<file path="src/rtl/sample_stream_fifo.sv">
// sample_stream_fifo
// Ready/valid first-word-fall-through stream buffer with occupancy and
// wrapping accept/emit counters. stream_in_ready is registered so the
// consumer's ready never reaches the producer combinationally.
module sample_stream_fifo #(
    parameter int DATA_WIDTH  = 8,
    parameter int DEPTH       = 4,
    parameter int COUNT_WIDTH = 16
) (
    input  logic                    clk,
    input  logic                    reset_n,
    input  logic                    flush,
    input  logic                    stream_in_valid,
    output logic                    stream_in_ready,
    input  logic [DATA_WIDTH-1:0]   stream_in_data,
    output logic                    stream_out_valid,
    input  logic                    stream_out_ready,
    output logic [DATA_WIDTH-1:0]   stream_out_data,
    output logic [$clog2(DEPTH):0]  level,
    output logic [COUNT_WIDTH-1:0]  in_count,
    output logic [COUNT_WIDTH-1:0]  out_count
);

    localparam int PTR_W = $clog2(DEPTH);
    localparam int LVL_W = PTR_W + 1;
    localparam logic [LVL_W-1:0] FULL_LEVEL = LVL_W'(DEPTH);

    // Storage array; no reset needed because level gates every read.
    logic [DATA_WIDTH-1:0]  mem_q [DEPTH];

    logic [PTR_W-1:0]       rd_ptr_q,    rd_ptr_d;
    logic [PTR_W-1:0]       wr_ptr_q,    wr_ptr_d;
    logic [LVL_W-1:0]       level_q,     level_d;
    logic                   ready_q,     ready_d;
    logic [COUNT_WIDTH-1:0] in_count_q,  in_count_d;
    logic [COUNT_WIDTH-1:0] out_count_q, out_count_d;
    logic [DATA_WIDTH-1:0]  hold_q,      hold_d;

    logic                   push;
    logic                   pop;
    logic                   out_valid;
    logic [DATA_WIDTH-1:0]  head_data;

    // Handshake decode; a flush cycle suppresses both transfers.
    always_comb begin
        out_valid = (level_q != '0);
        head_data = mem_q[rd_ptr_q];
        push      = stream_in_valid & ready_q & ~flush;
        pop       = out_valid & stream_out_ready & ~flush;
    end

    // Next-state for pointers, occupancy, ready, counters and held output word.
    always_comb begin
        rd_ptr_d    = rd_ptr_q;
        wr_ptr_d    = wr_ptr_q;
        level_d     = level_q;
        in_count_d  = in_count_q + COUNT_WIDTH'(push);
        out_count_d = out_count_q + COUNT_WIDTH'(pop);
        // Remember the current head so the output holds its last value once empty.
        hold_d      = out_valid ? head_data : hold_q;

        if (flush) begin
            rd_ptr_d = '0;
            wr_ptr_d = '0;
            level_d  = '0;
        end else begin
            if (push) begin
                wr_ptr_d = wr_ptr_q + PTR_W'(1);
            end
            if (pop) begin
                rd_ptr_d = rd_ptr_q + PTR_W'(1);
            end
            level_d = level_q + LVL_W'(push) - LVL_W'(pop);
        end

        // Looking at next-cycle occupancy keeps ready registered yet exact.
        ready_d = (level_d < FULL_LEVEL) & ~flush;
    end

    // State registers with asynchronous active-low reset.
    always_ff @(posedge clk or negedge reset_n) begin
        if (!reset_n) begin
            rd_ptr_q    <= '0;
            wr_ptr_q    <= '0;
            level_q     <= '0;
            ready_q     <= 1'b0;
            in_count_q  <= '0;
            out_count_q <= '0;
            hold_q      <= '0;
        end else begin
            rd_ptr_q    <= rd_ptr_d;
            wr_ptr_q    <= wr_ptr_d;
            level_q     <= level_d;
            ready_q     <= ready_d;
            in_count_q  <= in_count_d;
            out_count_q <= out_count_d;
            hold_q      <= hold_d;
        end
    end

    // Word write on an accepted input transfer.
    always_ff @(posedge clk) begin
        if (push) begin
            mem_q[wr_ptr_q] <= stream_in_data;
        end
    end

    // Output drive: head word while valid, otherwise the last head seen.
    always_comb begin
        stream_in_ready  = ready_q;
        stream_out_valid = out_valid;
        stream_out_data  = out_valid ? head_data : hold_q;
        level            = level_q;
        in_count         = in_count_q;
        out_count        = out_count_q;
    end

endmodule

</file>
<file path="config.mk">
export PLATFORM = sky130hd
export DESIGN_NAME = sample_stream_fifo
export DESIGN_NICKNAME = d
export VERILOG_FILES = /design/src/rtl/sample_stream_fifo.sv
export SDC_FILE = /design/constraint.sdc
export NUM_CORES = 1
export LEC_CHECK = 0
export CORE_MARGIN = 2
export CORE_UTILIZATION = 56
export DETAILED_ROUTE_END_ITERATION = 6
export PLACE_DENSITY = 0.84
export SETUP_SLACK_MARGIN = 0.15
export SYNTH_ARGS = -nofsm -noshare
export SYNTH_HDL_FRONTEND = slang
export SYNTH_SLANG_ARGS = --single-unit
</file>
<file path="constraint.sdc">
create_clock -name clk -period 4.39 [get_ports clk]
set_clock_uncertainty 0.05 [all_clocks]
set_input_delay 0.878 -clock clk [delete_from_list [all_inputs] [get_ports clk]]
set_output_delay 0.878 -clock clk [all_outputs]
set_load 0.02 [all_outputs]
</file>
==> results.cfg <==
[outcome]
status = completed

[cells_and_area]
final_cell_area_um2 = 4100
final_util_pct = 73.5
antennaDiodeCount = 0
final_common_cell = clkdlybuf4s50_1
drive_gt1_share_pct = 9.97
fin_nets = 319
fillCellCount = 379
final_cell_mix = clkdlybuf4s50_1 (56), dfrtp_1 (48), nand2_1 (33)
syn_to_final_growth_pct = 24.7

[floorplanning]
initial_utilization_pct = 58.9
die_width_um = 80.6
coreArea_um2 = 5570
rows = 27
die_area_um2 = 6490
ios = 58
die_h_um = 80.6

[critical_path]
rr_worst_depth = 12
worstReg2RegEnd = stream_in_ready$_DFF_PN0_
cp_cell_sequence = mux4_2, nand2_1, nand2_1, clkdlybuf4s50_1
critPathSlowestCell = dfrtp_1
critPathRequiredTime_ns = 3.46
crit_path_max_incr_delay_ns = 0.71
worst_ep_arrival_time_ns = 2.37
worstSetupEndpointType = primary output
start_kind = register
r2r_start = level[1]$_DFF_PN0_
r2r_setup_slack_ns = 1.67
critPathMaxFanout = 10
path_class = reg2out
path_common_cell = nand2_1

[grt]
grt_overflow_total = 0
grt_pass1_vias = 1954
grt_pass1_wl_mm = 9.40
grt_use_total_pct = 19.9
antenna_found_initial = 0
grt_max_degree = 49

[timing]
setup_viol = 0
relSlewSlack_pct = 30.2
hold_viol_final = 0
hold_ws_ns = 0.422
setup_tns_ns = 0
tightest_slew_ns = 1.05
finalCritPeriodShare_pct = 75.1
setup_slack_ns = 1.09
rsz0062_at_grt = false
period_needed_ns = 3.30
finalMaxSlewViolations = 0
timing.fmax_mhz = 303

[synth]
synth_fa_ha_area_share_pct = 4.04
avgSynthCellArea_um2 = 14.1
yosysWarningCount = 0
synth_nets = 256
ys_seq_area_share_pct = 65.8
yosys.area_share.simple_pct = 13.6
synthesis.area_um2 = 3280
synth-compound-area-share_pct = 0.152
synth_top_family_by_area = simple AND/OR/NAND/NOR gates
ys_seq_elements = 80
synth_cells = 233
muxShareOfSynthArea_pct = 5.49
synth_xor_area_share_pct = 9.30
synth.distinct_cells = 24

[clock_tree]
cts_num_sinks = 80
tritoncts = yes
clock_path_buffers = 2
clock_latency_ns = 0.35
ctsResizeCount = 0
ctsHoldBuffers = 0
h-tree-depth = 3
cts_setup_buffers = 0
clkTransAtPathRegs_ns = 0.08
cts_root_buffer = clkbuf_8
cts_buffers = 9

[power_and_ir_drop]
peakVddDrop_v = 0.000397
power.leakage_nw = 1.68
p_per_area_nw_per_um2 = 546

[hold_path]
whs_path_depth = 2
worstHoldPathType = reg2reg
min_from = hold_q[2]$_DFF_PN0_
hold_end = hold_q[2]$_DFF_PN0_

[routing]
drt_pass1_iterations = 4
dr_total_vias = 1917
route.detailed.drc = 0
routed_wl_mm = 5.68
wl_per_cell_um = 15.2
drt_iter0_drc = 110
drt.antenna.violating_nets = 0
viasPerCell = 5.14

[place]
gp_congestion = 0.798
place_area_um2 = 3920
place.detailed.hpwl_mm = 4.06
place_ws_ns = 1.24
portBuffers = 57

[flow_run]
drv_cap = 0
-- final cells by class --
| cell class | instances | area [µm²] | share of cell area [%] |
|---|---|---|---|
| Clock buffer | 9 | 124 | 3.02 |
| Clock inverter | 7 | 56.3 | 1.37 |
| Sequential cell | 80 | 2160 | 52.8 |
| Tap cell | 72 | 90.1 | 2.20 |
| Timing Repair Buffer | 58 | 573 | 14.0 |
| Multi-Input combinational cell | 142 | 1070 | 26.2 |
| Inverter | 5 | 18.8 | 0.458 |
-- routing by layer --
layer	up-vias	track usage [%]	share of wire (%)
li1	940	-	-
met1	925	25.8	46
met2	41	32.0	49
met3	11	4.38	3.4
met4	0	9.66	2.2
met5	-	0	0
-- cell usage after synthesis, drive strengths merged --
cell	n	share of area (%)
nor4	1	0.65
inv	5	0.57
buf	4	0.76
and4	1	0.27
xor2	10	2.9
nand2	33	3.8
mux4	8	5.5
fa	1	0.61
nor3	3	0.46
xnor2	24	6.4
dfrtp	48	37
a21oi	1	0.15
edfxtp	32	29
nor2b	2	0.38
nor2	10	1.1
and2	5	0.95
clkbuf	2	0.23
nand4	3	0.57
and3	11	2.4
nand3	20	3.0
ha	9	3.4
-- sequential cells by signal, indices dropped and copies added (netlist names) --
name / count
out_count: 16
hold_q: 8
level: 3
in_count: 16
rd_ptr_q: 2
mem_q: 32
wr_ptr_q: 2
stream_in_ready: 1
-- worst max-delay path: cells and delay by family, from the launching register on --
| kind | cells | cell delay [ns] |
|---|---|---|
| AND/OR/NAND/NOR | 2 | 0.15 |
| multiplexers | 1 | 0.60 |
| flip-flops | 1 | 0.71 |
| buffers and inverters | 1 | 0.56 |
-- cell families (layout without fill, tap and decap cells) --
kind of cell             after synthesis  count (layout)
AND/OR/NAND/NOR                       89              89
flip-flops                            80              80
XOR/XNOR                              34              34
buffers and inverters                 11              79
adder cells (fa/ha/maj)               10              10
multiplexers                           8               8
AO/OA/AOI/OAI                          1               1
-- report_power, final --
part	internal [mW]	total [mW]	switching (mW)
sequential	0.886	0.983	0.0975
clock	0.210	0.487	0.277
combinational	0.356	0.767	0.411
total	1.45	2.24	0.786
-- stage by stage --
| stage | power, mW | instances |
|---|---|---|
| floorplan | 1.42 | 233 |
| global placement | 1.75 | 357 |
| detailed placement | 1.77 | 357 |
| CTS | 2.26 | 373 |
| global route | 2.36 | 373 |
| finish | 2.24 | 373 |
-- worst max-delay path by stage --
stage | start | end | slack, ns | cells after the start
final | rd_ptr_q[0]$_DFFE_PN0P_ | stream_out_data[1] | 1.09 | 4
after CTS | rd_ptr_q[0]$_DFFE_PN0P_ | stream_out_data[1] | 1.06 | 4
after detailed placement | flush | in_count[8]$_DFF_PN0_ | 1.24 | 7
after floorplan | flush | stream_in_ready$_DFF_PN0_ | 2.02 | 7
after global placement | flush | in_count[8]$_DFF_PN0_ | 1.36 | 7
after global routing | rd_ptr_q[0]$_DFFE_PN0P_ | stream_out_data[1] | 0.96 | 4
Note: power is estimated with default switching activity, not from simulation.
